$ cat src/rtl/regfile_wb_arbiter_pkg.sv
// Shared defaults and types for the register-file writeback arbiter.
package rf_ctrl_pkg;

    // Index width that stays at least one bit for degenerate sizes.
    function automatic int unsigned idx_w(input int unsigned n);
        return (n > 1) ? $clog2(n) : 1;
    endfunction

    localparam int unsigned DEF_NUM_REQ   = 3;
    localparam int unsigned DEF_DATA_W    = 32;
    localparam int unsigned DEF_REG_COUNT = 32;
    localparam int unsigned DEF_ADDR_W    = idx_w(DEF_REG_COUNT);

    typedef logic [idx_w(DEF_NUM_REQ)-1:0] req_idx_t;

endpackage

$ cat src/rtl/regfile_wb_arbiter_if.sv
// Writeback request bus: per-requester valid/addr/data with one-hot ready back.
interface regfile_wb_arbiter_if
    import rf_ctrl_pkg::*;
#(
    parameter int unsigned NUM_REQ = DEF_NUM_REQ,
    parameter int unsigned ADDR_W  = DEF_ADDR_W,
    parameter int unsigned DATA_W  = DEF_DATA_W
);
    logic [NUM_REQ-1:0]        req_valid;
    logic [NUM_REQ*ADDR_W-1:0] req_addr;
    logic [NUM_REQ*DATA_W-1:0] req_data;
    logic [NUM_REQ-1:0]        req_ready;

    modport master (output req_valid, req_addr, req_data, input req_ready);
    modport slave  (input req_valid, req_addr, req_data, output req_ready);
endinterface

$ cat src/rtl/regfile_wb_arbiter_rr_arbiter.sv
// Round-robin picker: first requester at or after ptr (modulo NUM_REQ) wins.
module rr_arbiter
    import rf_ctrl_pkg::*;
#(
    parameter  int unsigned NUM_REQ = DEF_NUM_REQ,
    localparam int unsigned IDX_W   = idx_w(NUM_REQ)
) (
    input  logic [NUM_REQ-1:0] req,
    input  logic [IDX_W-1:0]   ptr,
    output logic [NUM_REQ-1:0] grant
);
    logic [NUM_REQ-1:0] rot;
    logic [NUM_REQ-1:0] pick;

    // Rotate so ptr sits at bit 0, isolate the lowest set bit, rotate back.
    always_comb begin
        rot   = NUM_REQ'({req, req} >> ptr);
        pick  = rot & (-rot);
        grant = NUM_REQ'(({pick, pick} << ptr) >> NUM_REQ);
    end
endmodule

$ cat src/rtl/regfile_wb_arbiter.sv
// Arbitrates writeback requesters onto a single registered register-file write port.
module regfile_wb_arbiter
    import rf_ctrl_pkg::*;
#(
    parameter int unsigned NUM_REQ   = DEF_NUM_REQ,
    parameter int unsigned DATA_W    = DEF_DATA_W,
    parameter int unsigned REG_COUNT = DEF_REG_COUNT
) (
    input  logic                 clk,
    input  logic                 reset,
    input  logic                 stall,
    regfile_wb_arbiter_if.slave  wb,
    output logic                 rf_we,
    output logic [REG_COUNT-1:0] rf_wr_sel,
    output logic [DATA_W-1:0]    rf_data,
    output logic [15:0]          wr_count
);
    localparam int unsigned ADDR_W = idx_w(REG_COUNT);
    localparam int unsigned IDX_W  = idx_w(NUM_REQ);

    logic [IDX_W-1:0]   ptr;
    logic [IDX_W-1:0]   ptr_nxt;
    logic [IDX_W-1:0]   gnt_idx;
    logic [NUM_REQ-1:0] grant;
    logic [ADDR_W-1:0]  gnt_addr;
    logic [DATA_W-1:0]  gnt_data;
    logic               xfer;
    logic               commit;

    logic [ADDR_W-1:0][NUM_REQ-1:0] addr_col;
    logic [DATA_W-1:0][NUM_REQ-1:0] data_col;
    logic [IDX_W-1:0][NUM_REQ-1:0]  idx_col;

    rr_arbiter #(.NUM_REQ(NUM_REQ)) u_rr (
        .req   (wb.req_valid),
        .ptr   (ptr),
        .grant (grant)
    );

    assign wb.req_ready = (reset && !stall) ? grant : '0;

    // One-hot AND-OR selection, built bit-column-wise so every index is constant.
    for (genvar r = 0; r < NUM_REQ; r++) begin : g_req
        for (genvar b = 0; b < ADDR_W; b++) begin : g_addr
            assign addr_col[b][r] = grant[r] & wb.req_addr[r*ADDR_W + b];
        end
        for (genvar b = 0; b < DATA_W; b++) begin : g_data
            assign data_col[b][r] = grant[r] & wb.req_data[r*DATA_W + b];
        end
        for (genvar b = 0; b < IDX_W; b++) begin : g_idx
            assign idx_col[b][r] = grant[r] & (((r >> b) & 1) != 0);
        end
    end

    for (genvar b = 0; b < ADDR_W; b++) begin : g_addr_or
        assign gnt_addr[b] = |addr_col[b];
    end
    for (genvar b = 0; b < DATA_W; b++) begin : g_data_or
        assign gnt_data[b] = |data_col[b];
    end
    for (genvar b = 0; b < IDX_W; b++) begin : g_idx_or
        assign gnt_idx[b] = |idx_col[b];
    end

    // Register 0 and out-of-range indices are accepted but never written.
    always_comb begin
        xfer    = |wb.req_ready;
        commit  = xfer && (gnt_addr != '0) && (32'(gnt_addr) < REG_COUNT);
        ptr_nxt = (gnt_idx == IDX_W'(NUM_REQ - 1)) ? '0 : gnt_idx + IDX_W'(1);
    end

    always_ff @(posedge clk or negedge reset) begin
        if (!reset) begin
            ptr       <= '0;
            rf_we     <= 1'b0;
            rf_wr_sel <= '0;
            rf_data   <= '0;
            wr_count  <= '0;
        end else begin
            rf_we     <= commit;
            rf_wr_sel <= commit ? (REG_COUNT'(1) << gnt_addr) : '0;
            if (commit) begin
                rf_data  <= gnt_data;
                wr_count <= wr_count + 16'd1;
            end
            if (xfer) begin
                ptr <= ptr_nxt;
            end
        end
    end
endmodule

$ cat src/flat_wrapper.sv
// flat-port wrapper written by rule: the top's interface ports become plain ports
module regfile_wb_arbiter_flat import rf_ctrl_pkg::*;
#(
    parameter int unsigned NUM_REQ   = DEF_NUM_REQ,
    parameter int unsigned DATA_W    = DEF_DATA_W,
    parameter int unsigned REG_COUNT = DEF_REG_COUNT
)
  (clk, reset, stall, rf_we, rf_wr_sel, rf_data, wr_count, wb_req_valid, wb_req_addr, wb_req_data, wb_req_ready);
  regfile_wb_arbiter_if #(.NUM_REQ(NUM_REQ), .ADDR_W((5)), .DATA_W(DATA_W)) wb_i ();
  input  logic clk;
  input  logic reset;
  input  logic stall;
  output logic rf_we;
  output logic [REG_COUNT-1:0] rf_wr_sel;
  output logic [DATA_W-1:0] rf_data;
  output logic [15:0] wr_count;
  input wire logic [$bits(wb_i.req_valid)-1:0] wb_req_valid;
  input wire logic [$bits(wb_i.req_addr)-1:0] wb_req_addr;
  input wire logic [$bits(wb_i.req_data)-1:0] wb_req_data;
  output wire logic [$bits(wb_i.req_ready)-1:0] wb_req_ready;
  assign wb_i.req_valid = wb_req_valid;
  assign wb_i.req_addr = wb_req_addr;
  assign wb_i.req_data = wb_req_data;
  assign wb_req_ready = wb_i.req_ready;
  regfile_wb_arbiter #(.NUM_REQ(NUM_REQ), .DATA_W(DATA_W), .REG_COUNT(REG_COUNT)) u_core (.clk(clk), .reset(reset), .stall(stall), .wb(wb_i), .rf_we(rf_we), .rf_wr_sel(rf_wr_sel), .rf_data(rf_data), .wr_count(wr_count));
endmodule
$ cat config.mk
export PLATFORM = sky130hd
export DESIGN_NAME = regfile_wb_arbiter_flat
export DESIGN_NICKNAME = d
export VERILOG_FILES = /design/src/rtl/regfile_wb_arbiter_pkg.sv /design/src/rtl/regfile_wb_arbiter_if.sv /design/src/rtl/regfile_wb_arbiter_rr_arbiter.sv /design/src/rtl/regfile_wb_arbiter.sv /design/src/flat_wrapper.sv
export SDC_FILE = /design/constraint.sdc
export NUM_CORES = 1
export LEC_CHECK = 0
export BUFFER_PORTS_ARGS = -buffer_cell sky130_fd_sc_hd__buf_2
export CAP_MARGIN = 20
export CORE_ASPECT_RATIO = 1.75
export CORE_UTILIZATION = 41
export DETAILED_ROUTE_END_ITERATION = 16
export PLACE_DENSITY_LB_ADDON = 0.2
export SYNTH_ARGS = -nofsm -noshare
export SYNTH_HDL_FRONTEND = slang
export SYNTH_SLANG_ARGS = --single-unit
$ cat constraint.sdc
create_clock -name clk -period 2.45 [get_ports clk]
set_input_delay 0.49 -clock clk [delete_from_list [all_inputs] [get_ports clk]]
set_output_delay 0.49 -clock clk [all_outputs]
set_load 0.02 [all_outputs]
After elaboration in Yosys (flattened, before gate mapping)
Cells that the tools add are included.

storage, ports and cells
  flip-flop bits (word level) = 83
  input bits = 117
  output and inout bits = 84
  logic and storage cells = 169

cells by class
  add/sub/neg operators = 3
  eq/ne operators = 1
  shift-type cells = 3
  muxes and demuxes = 3
  bitwise operators = 112
  reductions and logical operators = 42

operator list
  kind                     count
  $reduce_or A3 Y1         38
  $and A1 B1 Y1            111
  $mux W32                 1
  $shl A1 B5 Y32 const A   1
  $add A16 B1 Y16 const B  1
  $shl A6 B2 Y6            1
  $shr A6 B2 Y3            1
  $reduce_bool A5 Y1       1
  $and A3 B3 Y3            1
  $mux W3                  1
  $neg A3 Y3               1
  $add A2 B1 Y2 const B    1
  $eq A2 B2 Y1 const B     1
  $logic_and A1 B1 Y1      2
  $mux W2                  1
  $logic_not A1 Y1         1

Longest topological paths before layout
Gate-level depths: netlist of the first run.

  depth in word-level cells = 9
  mapped depth = 8

Hierarchy
A second synthesis of the first run with hierarchy kept.

second synthesis, totals
  cell total of the unflattened synthesis = 332
  area total of the unflattened synthesis = 3783.6 µm²

by module, submodules not included
  module              instances  cells each  area an instance (µm²)  sequential area each (µm²)
  regfile_wb_arbiter  1          322         3706.1                  2077.0
  rr_arbiter          1          10          77.6                    0.0

Worst setup path after synthesis of the first run
No wires, ideal clock.

  path kind = in2reg
  start = in wb_req_valid[2]
  end = reg u_core.rf_data[0]
  data arrival time = 2.386 ns
  required time = 2.323 ns
  slack = -0.063 ns
  cell stages on the path = 8
  path buffers = 2
  path through = and3b_1 a211oi_4 a222oi_1 and3_1 buf_4 a21oi_4 buf_6 mux2_1

on the way
  word-level cells in the longest chain between the ends = 8
  elaborated cells on any way between the ends = 32
  those cells by class = add/sub (1); shift (2); mux (1); bitwise (19); reduce/logical (9)

ends and longest elaborated chain
  item                  line                                 source
  start, declared       flat_wrapper.sv:17                   input wire logic [$bits(wb_i.req_valid)-1:0] wb_req_valid;
  $shr A6 B2 Y3 (*)     regfile_wb_arbiter_rr_arbiter.sv:17  rot = NUM_REQ'({req, req} >> ptr);
  $neg A3 Y3            regfile_wb_arbiter_rr_arbiter.sv:18  pick = rot & (-rot);
  $and A3 B3 Y3 (*)     regfile_wb_arbiter_rr_arbiter.sv:18
  $shl A6 B2 Y6 (*)     regfile_wb_arbiter_rr_arbiter.sv:19  grant = NUM_REQ'(({pick, pick} << ptr) >> NUM_REQ);
  $and A1 B1 Y1         regfile_wb_arbiter.sv:45             assign addr_col[b][r] = grant[r] & wb.req_addr[r*ADDR_W + b];
  $reduce_or A3 Y1      regfile_wb_arbiter.sv:56             assign gnt_addr[b] = |addr_col[b];
  $reduce_bool A5 Y1    regfile_wb_arbiter.sv:68             commit = xfer && (gnt_addr != '0) && (32'(gnt_addr) < REG_COUNT);
  $logic_and A1 B1 Y1   regfile_wb_arbiter.sv:68
  end signal, assigned  regfile_wb_arbiter.sv:83             rf_data <= gnt_data;
  end, declared         regfile_wb_arbiter.sv:15             output logic [DATA_W-1:0] rf_data,

Every way passes the cells marked *; elsewhere a longest branch is shown, timed or not.
A chain may end at the register's enable or synchronous reset.

Final worst setup path of the first run
  start = reg u_core.ptr[0]
  end = reg u_core.rf_data[30]

on the way
  word-level cells in the longest chain between the ends = 8
  elaborated cells on any way between the ends = 32
  those cells by class = add/sub (1); shift (2); mux (1); bitwise (19); reduce/logical (9)

ends and longest elaborated chain
  item                    line                                 source
  start, declared         regfile_wb_arbiter.sv:21             logic [IDX_W-1:0] ptr;
  start signal, assigned  regfile_wb_arbiter.sv:87             ptr <= ptr_nxt;
  $shr A6 B2 Y3           regfile_wb_arbiter_rr_arbiter.sv:17
  $neg A3 Y3              regfile_wb_arbiter_rr_arbiter.sv:18
  $and A3 B3 Y3           regfile_wb_arbiter_rr_arbiter.sv:18
  $shl A6 B2 Y6 (*)       regfile_wb_arbiter_rr_arbiter.sv:19
  $and A1 B1 Y1           regfile_wb_arbiter.sv:45
  $reduce_or A3 Y1        regfile_wb_arbiter.sv:56
  $reduce_bool A5 Y1      regfile_wb_arbiter.sv:68
  $logic_and A1 B1 Y1     regfile_wb_arbiter.sv:68

Marks and branches as above.

==> flow_summary.json, run 1 <==
{
  "status": "completed",
  "start_util_pct": 42.23,
  "setup_viol": 0,
  "cp_slowest_stage_delay_ns": 0.44,
  "reg2reg_to": "u_core.rf_data[30]",
  "grtUsageTotal_pct": 23.16,
  "dr_total_vias": 3584,
  "clk_path_buf_depth": 2,
  "synth.area.mux_share_pct": 9.738,
  "maxSlewHeadroom_pct": 58.93,
  "yosysUniqueCellTypes": 43,
  "reg2reg_slack_ns": 0.04,
  "final_layout_size_suffix_gt1_share_pct": 46.66,
  "clkLatencyLatePin_ns": 0.33,
  "crit_type": "reg2reg",
  "rows": 46,
  "syn_avg_cell_area_sq_um": 10.66,
  "synth_top_family_by_area": "simple AND/OR/NAND/NOR gates",
  "fin_nets": 697,
  "grt_pass1_wl_mm": 16.79,
  "diodes": 0,
  "setup.worst_path.start": "u_core.ptr[0]",
  "fin_skew_ns": 0.006499,
  "grt_overflow": 0,
  "synth-main-ff-cell": "dfrtp_1",
  "grt_pass1_vias": 3576,
  "cts_root_buf": "clkbuf_16",
  "cp_slowest_cell": "a222oi_1",
  "synth_seq_cells": 83,
  "finalHoldViolCount": 0,
  "synth_edf_count": 0,
  "cts.htree.levels": 3,
  "period_share_pct": 98.24,
  "endpoint": "u_core.rf_data[30]",
  "die_area_sq_mm": 0.009713,
  "final_max_slew_viol_count": 0,
  "netlist_area_sq_mm": 0.003816,
  "synthArstFlopShare_pct": 100.0,
  "placeableCoreArea_sq_mm": 0.009036,
  "vdd_ir_drop_max_v": 0.0003981,
  "cap_violations": 0,
  "syn_inst": 358,
  "pin_count": 201,
  "drt_iter0_drc": 133,
  "dp_cells": 680,
  "required_ns": 2.66,
  "numCtsBuffers": 9,
  "startpoint_type": "flop",
  "yosysMostFrequentCell": "dfrtp_1",
  "ys_seq_area_share_pct": 54.43,
  "arrival_ns": 2.62,
  "synth_compound_area_share_pct": 13.18,
  "worstMarginPinSlew_ns": 0.6160,
  "setup_slack_ns": 0.04303,
  "syn_to_final_growth_pct": 44.72,
  "hold_path.class": "in2async",
  "synth_adder_area_share_pct": 0.3279,
  "wl_per_cell_um": 15.74,
  "rsz0062_at_grt": "yes",
  "cp_cell_sequence": "buf_4 > and3b_1 > a211oi_4 > a222oi_1 > and3_1 > a21oi_4 > clkbuf_16 > mux2_1",
  "power.total_w": 0.004641,
  "port_buffers": 200,
  "via_per_inst": 5.098,
  "synth_top_area_share_pct": 54.43,
  "cp_max_fo": 8,
  "cts_hold_buf": 0,
  "ys_warn_count": 0,
  "endpoint_kind": "flop",
  "dp_hpwl_mm": 8.229,
  "synthSimpleGateAreaFrac_pct": 16.16,
  "reg2regPathDepth": 8,
  "synth_area_leaders": "dfrtp_1 (54%), mux2_1 (8.3%), nand2_1 (7.7%)",
  "r2r_start": "u_core.ptr[0]",
  "fp.dieH_um": 129.6,
  "fp.dieW_um": 74.93,
  "drtPass1Iterations": 5,
  "max_freq_mhz": 415.5,
  "pre_cts_ws_ns": -0.04632,
  "final_cells": 703,
  "antenna_found_initial": 1,
  "synth_xor_area_share_pct": 3.443,
  "ant_nets": 0,
  "cts_tree": "yes",
  "grt_max_degree": 50,
  "cts_sinks": 83,
  "yosys-top-cells-count": "dfrtp_1 (83), nand2_1 (78), nor2_1 (37)",
  "p_leak_nw": 2.971,
  "fin_crit_ns": 2.407,
  "synth_largest_area_cell": "dfrtp_1",
  "pwr_density_cell_mw_per_mm2": 840.3,
  "gp_congestion": 0.9000,
  "route.detailed.drc": 0,
  "clk_pin_slew_ns": 0.06,
  "synth_nets": 476,
  "wirelength_mm": 11.07
}
critical path: cells and delay by family (launching register included):
kind / cells / cell delay, ns
flip-flops: 1 / 0.42
buffers and inverters: 2 / 0.33
AND/OR/NAND/NOR: 2 / 0.59
multiplexers: 1 / 0.31
AO/OA/AOI/OAI: 3 / 0.63
registers in the layout, summed over array words and instances (netlist names):
signal and cells:
u_core.rf_we 1, u_core.rf_wr_sel 32, u_core.rf_data 32, u_core.wr_count 16, u_core.ptr 2
cell families (layout without fill, tap and decap cells):
family,after synthesis,in the layout
fa+ha+maj,1,1
mux,33,33
flops,83,83
xor+xnor,15,15
compound gates,61,61
simple gates,145,145
other cells,1,1
buf+inv,19,244
cell usage in the layout, fill, tap and decap left out, types with 8 or more instances in the layout:
cell type,n
clkbuf_16,10
nor2_1,37
mux2_4,17
nand2_1,78
a211oi_1,8
nand3_1,11
dfrtp_1,82
xor2_1,9
buf_4,22
a22oi_1,33
buf_2,199
mux2_1,11
final cells by class:
type | instances | area [sq um]
flip-flops and latches | 83 | 2078
clock inverters | 4 | 52.55
clock buffers | 11 | 232.7
fillers | 792 | 3513
well taps | 120 | 150.1
inverters | 2 | 7.507
repair buffers | 227 | 1269
multi-input cells | 256 | 1733
how the worst min path moves through the flow:
stage | to | slack (ns) | cells past startpoint
after floorplan | u_core.ptr[0] | 0.19 | 0
after global placement | u_core.wr_count[15] | 0.46 | 1
after detailed placement | u_core.wr_count[15] | 0.46 | 1
after CTS | u_core.rf_data[29] | 0.22 | 2
after global routing | u_core.rf_wr_sel[22] | 0.24 | 2
final | u_core.rf_wr_sel[12] | 0.20 | 2
per-stage QoR:
stage	area, sq um	setup TNS (ns)	hold slack (ns)	utilization [%]
final	5523	0	0.2040	61.12
after global routing	5523	-1.351	0.2374	61.12
after CTS	5341	0	0.2205	59.11
after detailed placement	5040	-0.8360	0.4617	55.77
after global placement	5040	-0.05225	0.4564	55.77
after floorplan	3827	-0.4267	0.1944	-
where the power goes:
group          internal, W  switching [W]
combinational     0.000671       0.000877
clock             0.000784       0.000517
sequential         0.00162       0.000174
metal layers:
metal / track usage (%) / routed length [um] / vias to the layer above
li1: - / - / 1701
met1: 24.36 / 4102 / 1690
met2: 42.93 / 6061 / 166
met3: 4.199 / 567 / 27
met4: 10.77 / 335 / 0
met5: 0 / 0 / -
timing repair:
item,in CTS,in global routing
pin swaps,0,2
gates cloned,0,2
buffers inserted,0,6
endpoints found under the setup margin,2,34
resized for setup,4,26
No activity file was read; power rests on OpenSTA's default activity.
==> run 2: changes to the inputs <==
--- a/config.mk
+++ b/config.mk
@@ -10,7 +10,8 @@
 export CORE_ASPECT_RATIO = 1.75
 export CORE_UTILIZATION = 41
 export DETAILED_ROUTE_END_ITERATION = 16
-export PLACE_DENSITY_LB_ADDON = 0.2
+export MAX_ROUTING_LAYER = met4
+export PLACE_DENSITY = 0.8
 export SYNTH_ARGS = -nofsm -noshare
 export SYNTH_HDL_FRONTEND = slang
 export SYNTH_SLANG_ARGS = --single-unit
==> flow_summary.json, run 2 (synthesis results as in run 1) <==
{
  "max_freq_mhz": 407.7,
  "placeableCoreArea_sq_mm": 0.009036,
  "diodes": 0,
  "reg2regPathDepth": 7,
  "cts_root_buf": "clkbuf_16",
  "rows": 46,
  "cts.htree.levels": 3,
  "cts_sinks": 83,
  "finalSetupTns_ns": -0.002745,
  "cp_max_fo": 15,
  "clk_pin_slew_ns": 0.06,
  "final_max_slew_viol_count": 0,
  "fp.dieW_um": 74.93,
  "fin_crit_ns": 2.453,
  "top_regs": "u_core.rf_data: 32 flops, u_core.rf_wr_sel: 32 flops, u_core.wr_count: 16 flops",
  "fin_nets": 695,
  "numCtsBuffers": 9,
  "vdd_ir_drop_max_v": 0.0004498,
  "reg2reg_to": "u_core.rf_data[21]",
  "pin_count": 201,
  "drt_iter0_drc": 171,
  "wl_per_cell_um": 15.89,
  "port_buffers": 200,
  "startpoint_type": "flop",
  "wirelength_mm": 11.15,
  "p_leak_nw": 2.955,
  "setup_slack_ns": -0.002745,
  "arrival_ns": 1.96,
  "via_per_inst": 5.182,
  "setup_viol": 1,
  "clk_path_buf_depth": 2,
  "cts_hold_buf": 0,
  "finalHoldViolCount": 0,
  "period_share_pct": 100.1,
  "grt_pass1_wl_mm": 16.23,
  "antenna_found_initial": 0,
  "cap_violations": 0,
  "reg2reg_slack_ns": -0.003,
  "dr_total_vias": 3638,
  "route.detailed.drc": 0,
  "final_core_util_pct": 61.37,
  "die_area_sq_mm": 0.009713,
  "r2r_start": "u_core.ptr[1]",
  "hold_path.class": "in2async",
  "dp_hpwl_mm": 8.023,
  "grt_overflow": 0,
  "setup.worst_path.start": "u_core.ptr[1]",
  "clkLatencyLatePin_ns": 0.34,
  "final_layout_size_suffix_gt1_share_pct": 46.05,
  "crit_type": "reg2out",
  "violations": "negative setup slack",
  "grtUsageTotal_pct": 23.41,
  "required_ns": 1.96,
  "cts_tree": "yes",
  "start_util_pct": 42.23,
  "fill_cells": 752,
  "gp_congestion": 0.9440,
  "fin_skew_ns": 0.008633,
  "endpoint_kind": "output port",
  "syn_to_final_growth_pct": 45.31,
  "ant_nets": 0,
  "drtPass1Iterations": 5,
  "rsz0062_at_grt": "yes",
  "status": "finished, violations left",
  "grt_pass1_vias": 3438,
  "mostFrequentLayoutCells": "buf_2 (198), dfrtp_1 (81), nand2_1 (78)",
  "fp.dieH_um": 129.6,
  "pwr_density_cell_mw_per_mm2": 835.0,
  "grt_max_degree": 84,
  "final_common_cell": "buf_2"
}
run 2: cell types whose count changed in the layout (fill, tap and decap cells not counted), moves of 2 or more:
cell / before / now
nand3_1: 11 / 9
buf_12: 3 / 5
nand3_2: 0 / 2
mux2_4: 17 / 3
buf_4: 22 / 19
mux2_1: 11 / 25
clkbuf_1: 2 / 0
clkinv_4: 0 / 2
run 2: report_power, final:
| group | internal (W) | switching (W) |
|---|---|---|
| clock network | 0.000794 | 0.000548 |
| logic | 0.000619 | 0.000871 |
| registers | 0.00162 | 0.000182 |
run 2: final cells by class:
cell class | instances | area (sq um) | area share, %
tap | 120 | 150.1 | 2.708
sequential | 83 | 2079 | 37.50
timing repair buffer | 225 | 1297 | 23.40
multi-input combinational | 256 | 1709 | 30.82
clock buffer | 9 | 225.2 | 4.061
inverter | 2 | 7.507 | 0.1354
clock inverter | 7 | 76.32 | 1.376
run 2: critical path, stage by stage (launching register included):
cell and delay [ns]:
dfrtp_2 0.46, nor2b_2 0.19, o31a_4 0.40, buf_12 0.14, buf_12 0.14, nor2b_1 0.14, buf_4 0.15
run 2: worst max path at each step:
| stage | to | depth (start not counted) |
|---|---|---|
| floorplan | u_core.rf_data[0] | 8 |
| global placement | u_core.rf_wr_sel[1] | 8 |
| detailed placement | u_core.rf_wr_sel[4] | 8 |
| CTS | u_core.rf_data[8] | 8 |
| global route | wb_req_ready[0] | 5 |
| finish | wb_req_ready[2] | 6 |
run 2: what timing repair did:
item,CTS,global route
buffers inserted,1,4
resized for setup,7,20
setup endpoints to repair,4,60
cloned,0,1
pin swaps,2,12
endpoints found under the hold margin,0,0
run 2: per-layer routing:
| layer | GRT usage [%] | vias to the layer above | share of wire [%] |
|---|---|---|---|
| met5 | - | - | 0 |
| met2 | 40.96 | 177 | 56 |
| li1 | - | 1690 | - |
| met1 | 23.74 | 1742 | 36 |
| met4 | 12.32 | 0 | 2.9 |
| met3 | 4.899 | 29 | 5.7 |
run 2: per-stage QoR:
stage / setup WS (ns) / cells / cell area (sq um) / total power, W / hold slack [ns]
final: -0.002745 / 702 / 5545 / 0.004630 / 0.09495
after global routing: -0.05597 / 702 / 5545 / 0.004864 / 0.08910
after CTS: 0.0007254 / 696 / 5380 / 0.004578 / 0.4440
after detailed placement: -0.03744 / 679 / 5045 / 0.003203 / 0.4647
after global placement: 0.04072 / 679 / 5045 / 0.003156 / 0.4604
after floorplan: -0.01552 / 358 / 3827 / 0.002612 / 0.1944
